**config.mk**
```make
export PLATFORM = sky130hd
export DESIGN_NAME = cory_edge_detect
export DESIGN_NICKNAME = d
export VERILOG_FILES = /design/src/rtl/cory_edge_detect.sv
export SDC_FILE = /design/constraint.sdc
export NUM_CORES = 1
export LEC_CHECK = 0
export CAP_MARGIN = 20
export CORE_MARGIN = 10
export CORE_UTILIZATION = 26
export CTS_CLUSTER_DIAMETER = 50
export DETAILED_ROUTE_END_ITERATION = 10
export GPL_ROUTABILITY_DRIVEN = 0
export SETUP_SLACK_MARGIN = 0.02
export SLEW_MARGIN = 10
export SYNTH_ARGS = -nofsm -noshare
export SYNTH_HDL_FRONTEND = slang
export SYNTH_SLANG_ARGS = --single-unit
```
**constraint.sdc**
```tcl
create_clock -name clk -period 2.6 [get_ports clk]
set_clock_uncertainty 0.2 [all_clocks]
set_input_delay 0.39 -clock clk [delete_from_list [all_inputs] [get_ports clk]]
set_output_delay 0.39 -clock clk [all_outputs]
set_load 0.01 [all_outputs]
```
**src/rtl/cory_edge_detect.sv**
```systemverilog
// cory_edge_detect: N-channel edge detector. Each channel runs its own
// synchroniser -> debounce filter -> edge qualify -> one-shot pulse and sticky flag.
// Channels share only clk, reset and the global OR of the flags.
module cory_edge_detect #(
    parameter int N    = 8,    // number of channels (1..32)
    parameter int SYNC = 2,    // synchroniser stages (0..3); 0 = input already in clk domain
    parameter int DEB  = 0,    // level changes after DEB+1 consecutive disagreeing samples
    parameter bit INIT = 1'b0  // reset value of synchroniser stages and filtered level
) (
    input  logic           clk,
    input  logic           reset,
    input  logic [N-1:0]   i_a,
    input  logic [2*N-1:0] i_mode,
    input  logic [N-1:0]   i_clr,
    output logic [N-1:0]   o_z,
    output logic [N-1:0]   o_lvl,
    output logic [N-1:0]   o_flag,
    output logic           o_any
);

    // Debounce counter only ever counts up to DEB, so clog2(DEB+1) bits suffice.
    localparam int            CW      = (DEB > 0) ? $clog2(DEB + 1) : 1;
    localparam logic [CW-1:0] DEB_MAX = CW'(DEB);

    // Synchronised channel inputs feeding the debounce filters.
    logic [N-1:0] w_s;

    generate
        if (SYNC == 0) begin : g_nosync
            assign w_s = i_a;
        end else begin : g_sync
            // Stage [0] is nearest the pins, stage [SYNC-1] feeds the filter.
            logic [SYNC-1:0][N-1:0] r_sync;
            logic [SYNC-1:0][N-1:0] w_sync_next;

            if (SYNC == 1) begin : g_one
                assign w_sync_next = i_a;
            end else begin : g_multi
                assign w_sync_next = {r_sync[SYNC-2:0], i_a};
            end

            // Shift the raw inputs one stage along the synchroniser chain.
            always_ff @(posedge clk or posedge reset) begin
                if (reset) begin
                    r_sync <= {SYNC{ {N{INIT}} }};
                end else begin
                    r_sync <= w_sync_next;
                end
            end

            assign w_s = r_sync[SYNC-1];
        end
    endgenerate

    generate
        for (genvar k = 0; k < N; k++) begin : g_ch
            logic [CW-1:0] r_cnt;
            logic          r_lvl;
            logic          r_z;
            logic          r_flag;
            logic          w_upd;
            logic          w_z_next;

            // Update event: input has disagreed with the level for DEB+1 samples;
            // qualify the new level against the channel mode sampled right now.
            always_comb begin
                w_upd    = 1'b0;
                w_z_next = 1'b0;
                if ((w_s[k] != r_lvl) && (r_cnt == DEB_MAX)) begin
                    w_upd    = 1'b1;
                    w_z_next = w_s[k] ? i_mode[2*k] : i_mode[2*k+1];
                end
            end

            // Filter level/counter, one-shot pulse and sticky flag (set wins over clear).
            always_ff @(posedge clk or posedge reset) begin
                if (reset) begin
                    r_cnt  <= '0;
                    r_lvl  <= INIT;
                    r_z    <= 1'b0;
                    r_flag <= 1'b0;
                end else begin
                    if (w_s[k] == r_lvl) begin
                        r_cnt <= '0;
                    end else if (w_upd) begin
                        r_lvl <= w_s[k];
                        r_cnt <= '0;
                    end else begin
                        r_cnt <= r_cnt + 1'b1;
                    end
                    r_z    <= w_z_next;
                    r_flag <= (r_flag & ~i_clr[k]) | w_z_next;
                end
            end

            assign o_z[k]    = r_z;
            assign o_lvl[k]  = r_lvl;
            assign o_flag[k] = r_flag;
        end
    endgenerate

    assign o_any = |o_flag;

endmodule

```
==> impl_summary.md, run 1 <==
Critical path
The worst setup path is launched from a flop. The data arrival time of the worst path is between 1500 and 2000 ps. The critical path capture point type is an output pin. The destination of the worst register-to-register timing path is g_ch[5].r_flag.

The critical path in this run is classified as reg -> out. The critical-path maximum fanout is 3. The beginning of the worst register-to-register path is w_s[5].

In this run the register-to-register setup slack is 1410 ps. The count of cells along the worst register-to-register path is 2. The largest individual stage delay along the critical path comes from the cell sky130_fd_sc_hd__clkdlybuf4s50_1. On the worst path, the slowest cell contributes a delay of around 520 ps. At the worst endpoint, the required time is about 2000 ps.

Walking the worst path, the cells encountered are nor4_1, nand2_1, clkdlybuf4s50_1.

Detailed routing
Summed over all layers, the routed wires come to roughly 3600 um. The count of nets left with antenna violations once routing finished came out at 0. The final route contains 1,027 vias.

The mean number of vias per cell is 3.790. The first detailed-routing pass took 2 iterations. The count of routing violations after the opening detailed-route iteration is 10. The average wire length per cell after detail routing is between 10 and 15 um.

For this run, design rule violations remaining after detail routing come to 0.

Yosys
Synthesis produced between 100 and 150 cells. The mapped cell area is 1846 um^2. The flip-flop and latch count after synthesis is 48. The number of different library cells used by synthesis comes to 11. After synthesis, the largest family of logic cells by area is simple AND/OR/NAND/NOR gates. The simple-gate portion of the synthesized area is between 10 and 15%.

The Yosys step of the flow raised 0 warnings. For this run, the register share of the synthesized area comes to 65.08%. The area share of the largest cell type after synthesis is between 60% and 70%. The largest area contributor in the netlist is sky130_fd_sc_hd__dfrtp_1. By area the synthesized netlist is led by sky130_fd_sc_hd__dfrtp_1 65%, sky130_fd_sc_hd__buf_4 9.8%, sky130_fd_sc_hd__and4bb_1 5.4%, sky130_fd_sc_hd__and4bb_2 5.4%, sky130_fd_sc_hd__mux2_2 4.9%.

The synthesized netlist devotes 0% of its cell area to adder and majority cells. The post-synthesis share of cell area spent on xor and xnor gates is 0%. Of the post-synthesis cell area, the part taken by muxes is around 4.9%. The mean instance size in the synthesized netlist is roughly 15 um^2. Summing the areas of all compound-gate instances in the mapped netlist gives under 10% of the synthesized area.

Layout
The layout cell share with drive strength beyond 1 is a little over an eighth. The library cell used most frequently in the layout, excluding fill and tap cells, is sky130_fd_sc_hd__clkdlybuf4s50_1. At the end of the flow, the number of nets in the layout was roughly 210. The area growth from synthesis to layout is 35.59%.

In the layout the commonest cells are 58 x sky130_fd_sc_hd__clkdlybuf4s50_1, 48 x sky130_fd_sc_hd__dfrtp_1. The repair_antennas step left the layout with diodes totalling 0.

STA
The normalized max-slew margin is between 60% and 70%. The number of pins with negative max-slew slack in the final report is 0. The smallest clock period supported by the final layout is computed as about 2400 ps. At the pin with the least slew margin, the transition time is ~530 ps. The sum of negative setup slack is 0 ps. Setup repair after global routing left no endpoint under its margin.

Setup violations remaining at the end of the flow were counted as 0. The worst slack on hold paths is roughly 150 ps. The count of endpoints failing hold in the final timing report is 0. Of the available clock period, the critical path in the final layout requires 90.71%. The highest achievable clock rate is ~420 MHz.

Clocking
TritonCTS built the clock tree. The cell at the root of the clock tree is sky130_fd_sc_hd__clkbuf_8. In this run the number of H-tree levels came out at 2. TritonCTS created 5 clock buffers. The latest clock arrival within the worst-skew pair is between 200 and 300 ps. The clock sink count is 48. The setup fix buffers added after clock tree synthesis is 0. Clock-pin slew was measured on the worst setup and hold paths at around 80 ps. The number of instances resized during post-cts repair is 0. The hold-fix buffer count after cts is 0. The number of buffers on the longest clock path is 2.

Die
The total core area is 6832 um^2. The initial standard-cell utilization of the core is 27.01%. The die covers 10,870 um^2. The die is between 100 and 150 um wide. The number of I/O pins is a little under 60.

The die extent in y is 104.3 um. After floorplanning, the core was divided into 30 placement rows.

Worst hold path
Along the worst hold path, the cell count comes to 0. The startpoint of the tightest hold check path is g_sync.r_sync[2]. The tightest min-delay check is of the reg -> reg type. The worst hold path terminates at w_s[2].

Power and ir drop
The design draws 1.496 mW. Power spread over the standard cell area amounts to ~600 nW/um^2. The leakage power total is roughly 1.2 nW. The worst-case IR drop observed on VDD is between 0.0002 and 0.00025 V.

Status
The flow ran to the end, and the final reports show no timing, DRC or antenna violations.

Placement
The number of buffers inserted by port buffering is just under 60. Detailed placement finished with a half-perimeter wire length of approximately 2800 um.

Run
The number of maximum-capacitance constraint violations is 0.

GRT
For this run, the total global-route usage over all layers was measured as approximately 7%. The wire length of the first global-routing pass is 5989 um. The number of antenna violations at the first check in global routing was 0. The maximum number of pins on one net before global-route repair is 26.

The via count of the first global-routing pass is between 1,000 and 1,500. Summed over all layers, the global routing overflow is 0.
cells in the mapped netlist (all sizes together):
cell type   n
dfrtp      48
or2         8
buf        24
nand2       1
and4bb     16
nor4        2
conb        1
mux2        8
inv         9
a211o       8
cell families after synthesis:
| family | Yosys count |
|---|---|
| simple gates | 27 |
| mux | 8 |
| compound gates | 8 |
| buf+inv | 33 |
| flops | 48 |
| other cells | 1 |
worst max-delay path: cells and delay by family (launching register included):
family	cells	cell delay [ps]
AND/OR/NAND/NOR	2	570
buffers and inverters	1	520
flip-flops	1	400
power by group:
| part | switching (mW) | internal [mW] | total (mW) |
|---|---|---|---|
| combinational | 0.0766 | 0.145 | 0.222 |
| clock | 0.226 | 0.217 | 0.443 |
| sequential | 0.0329 | 0.798 | 0.831 |
| total | 0.336 | 1.16 | 1.50 |
sequential cells by signal (all words and copies together) (netlist names):
| register | flops |
|---|---|
| g_ch.r_cnt | 8 |
| g_ch.r_flag | 8 |
| g_ch.r_lvl | 8 |
| g_ch.r_z | 8 |
| g_sync.r_sync | 8 |
| w_s | 8 |
metal layers:
layer / global-route usage [%] / share of wire (%)
met3: 3.841 / 8.9
met4: 2.386 / 0.81
met1: 7.778 / 43
met5: 0 / 0
met2: 10.81 / 47
worst max-delay path by stage:
stage	end	slack, ps	from	cells after the start
6_report	o_any	240	g_ch[3].r_flag	3
5_1_grt	o_any	160	g_ch[3].r_flag	3
4_1_cts	o_any	230	g_ch[3].r_flag	3
3_5_place_dp	o_any	580	g_ch[2].r_flag	3
3_3_place_gp	o_any	600	g_ch[3].r_flag	3
2_1_floorplan	g_ch[0].r_cnt	870	reset	1
through the flow:
| step | cells | cell area (um^2) | worst slack [ps] | util, % |
|---|---|---|---|---|
| 6_report | 271 | 2502 | 241.6 | 36.63 |
| 5_1_grt | 271 | 2502 | 161.9 | 36.63 |
| 4_1_cts | 271 | 2502 | 235.0 | 36.63 |
| 3_5_place_dp | 263 | 2412 | 575.5 | 35.31 |
| 3_3_place_gp | 263 | 2412 | 596.5 | 35.31 |
| 2_1_floorplan | 132 | 1872 | 865.5 | - |
final cells by class:
class	count	area (um^2)
timing repair buffer	59	600.6
inverter	9	33.78
fill	696	4329
tap	96	120.1
sequential	48	1201
clock buffer	8	90.09
multi-input combinational	51	456.7
No activity file was read; power rests on OpenSTA's default activity.
==> run 2, diff against run 1 <==
Settings changed: CORE_MARGIN 10 to 8.
==> run 2 against run 1 <==
  * Critical path depth is the same
  * Combinational power is essentially flat
  * Total power shrank 2.7%
  * Sequential power is essentially flat
  * Largest cell class unchanged
==> impl_summary.md, run 2 (synthesis gave the netlist of run 1 again) <==
Status
The run finished with clean final reports.

GRT
The number of antenna violations at the first check in global routing is 0. Entering global routing, the biggest net connects 27 pins. Summed over all layers, the global routing overflow is 0. The total routing usage reported by global routing is under 10%. The via count of the first global-routing pass is 1,161. The wire length of the first global-routing pass is between 5000 and 6000 um.

Clocking
The setup fix buffers added after clock tree synthesis is 0. The latest clock arrival within the worst-skew pair is about 290 ps. The cell at the root of the clock tree is sky130_fd_sc_hd__clkbuf_8. Post-CTS repair changed the size of 0 cells. The number of buffers on the longest clock path is 2. Counting every sink on the clock net gives 48. The hold-fix buffer count after cts is 0.

TritonCTS built the clock tree. The number of clock buffers added by TritonCTS is 5. The clock transition at the register clock pins on the worst setup and hold paths after CTS is 80 ps.

The CTS H-tree depth is 2.

Die
The initialized floorplan defines 30 standard-cell rows. From bottom edge to top edge, the die measures 100.3 um. After floorplanning, the core was sized to cover 6832 um^2.

The die covers around 10,000 um^2. The die is about 100 um wide. The initial standard-cell utilization of the core is a little over a quarter. between 50 and 60 I/O pins were placed.

Detailed routing
Dividing the detail-routed via count by the number of cells gives 3.741. The post-route DRC violation count is 0. For this run, the detailed router's first-pass iteration total came to 2. The final wirelength is 3559 um. In the final routed layout, each cell accounts on average for about 13 um. The number of nets with antenna violations after detailed routing is 0. The routed layout has 1,010 vias. After the first detailed-routing iteration, the DRC count stood at 16.

Power and ir drop
The analysis attributes to cell leakage a power of 1.160 nW. The maximum VDD drop is between 0.00015 and 0.0002 V. The total power per unit cell area is 584.8 nW/um^2.

Placement
The placed instances occupy a cell area of between 2000 and 2500 um^2. The worst setup slack after placement is just under 600 ps. The number of placed instances, taps included is 263.

The wire-length estimate of the detail-placed layout is between 2000 and 3000 um. The number of buffers inserted by port buffering is slightly below 60.

Layout
The finished cells cover 2490 um^2. The final cell count without fillers is 270. The library cell used most frequently in the layout, excluding fill and tap cells, is sky130_fd_sc_hd__clkdlybuf4s50_1.

Compared with the post-synthesis result, the final layout area differs by 34.92%. The library cells used most frequently in the layout, excluding fill and tap cells, are 58 x sky130_fd_sc_hd__clkdlybuf4s50_1, 48 x sky130_fd_sc_hd__dfrtp_1. The antenna cell count is 0. The final-stage net count is between 200 and 250. The post-route netlist has between 10% and 20% of its cells at a drive strength greater than 1.

Critical path
The highest-delay cell along the critical path is sky130_fd_sc_hd__clkdlybuf4s50_1. The worst setup path is launched from a flop. The critical path starts at g_ch[3].r_flag.

At the worst endpoint, the arrival time is 1680 ps. For the worst setup path, the data required time is approximately 2000 ps. Walking the worst path, the cells encountered are nor4_1, nand2_1, clkdlybuf4s50_1. Counting both buffers and inverters, the worst setup path holds a total of 1.

The largest single stage delay on the critical path is 500 ps. The critical path is of the reg -> out type. The worst register-to-register path begins at g_ch[4].r_cnt. In this run the worst path has a maximum fanout of 3.

The worst setup path is captured at an output pin. The cell type group with the largest total delay on the critical path is simple AND/OR/NAND/NOR gates.

STA
The count of endpoints failing hold in the final timing report is 0. Setup total negative slack on the finished layout was measured at 0 ps. Setup violations remaining at the end of the flow were counted as 0. Setup repair after global routing left no endpoint under its margin.

The minimum setup slack in the final design is 329.4 ps. The fraction of the cycle the final worst path needs is roughly 87%. For this run, the top clock speed supported by timing is ~440 MHz. The smallest clock period supported by the final layout is computed as ~2300 ps.

The number of pins with negative max-slew slack in the final report is 0.

Run
The tool flagged a number of max-cap violations equal to 0.

Worst hold path
The startpoint of the tightest hold check path is g_sync.r_sync[0]. In this run the worst hold path is classified as reg -> reg.
run 2: cell count changes in the layout (fill, tap and decap cells not counted), sizes merged:
cell	change
clkbuf	-2
clkinv	+1
run 2: through the flow:
| stage | util (%) | power, mW | hold slack, ps |
|---|---|---|---|
| floorplan | - | 0.9670 | 131.2 |
| global placement | 35.31 | 1.070 | 132.5 |
| detailed placement | 35.31 | 1.073 | 134.7 |
| CTS | 36.45 | 1.490 | 154.4 |
| global route | 36.45 | 1.543 | 157.8 |
| finish | 36.45 | 1.456 | 151.0 |
run 2: worst reg2reg max path, cell delays in order (launching register included):
cell and delay (ps):
sky130_fd_sc_hd__dfrtp_1 380, sky130_fd_sc_hd__and4bb_1 240, sky130_fd_sc_hd__a211o_1 270
run 2: power breakdown:
group	total [mW]	switching [mW]	internal [mW]
clock network	0.405	0.222	0.183
logic	0.221	0.0756	0.145
registers	0.831	0.0324	0.798
total	1.46	0.330	1.13
run 2: layer usage:
metal / global-route usage (%) / vias to the layer above / wire (um)
li1: - / 497 / -
met1: 7.741 / 470 / 1452
met2: 12.21 / 38 / 1695
met3: 4.429 / 5 / 371
met4: 3.140 / 0 / 40
met5: 0 / - / 0
run 2: worst paths after layout:
kind,end,slack (ps),depth (start not counted)
worst max-delay path,o_any,330,3
worst min-delay path,w_s[0],150,0
worst max register to register,g_ch[4].r_flag,1400,2
worst min register to register,w_s[0],150,0
max in group asynchronous,g_ch[6].r_cnt,1450,3
min in group asynchronous,w_s[4],240,2
run 2: layout make-up:
cell class | instances | area [um^2]
clock buffers | 6 | 72.57
repair buffers | 59 | 600.6
fillers | 704 | 4342
clock inverters | 1 | 5.005
flip-flops and latches | 48 | 1201
inverters | 9 | 33.78
well taps | 96 | 120.1
multi-input cells | 51 | 456.7
==> run 3, diff against run 2 <==
Settings changed: CAP_MARGIN 20 to 10.
==> results of run 3 <==
No change in the layout: final DEF, timing and power equal those of run 2.
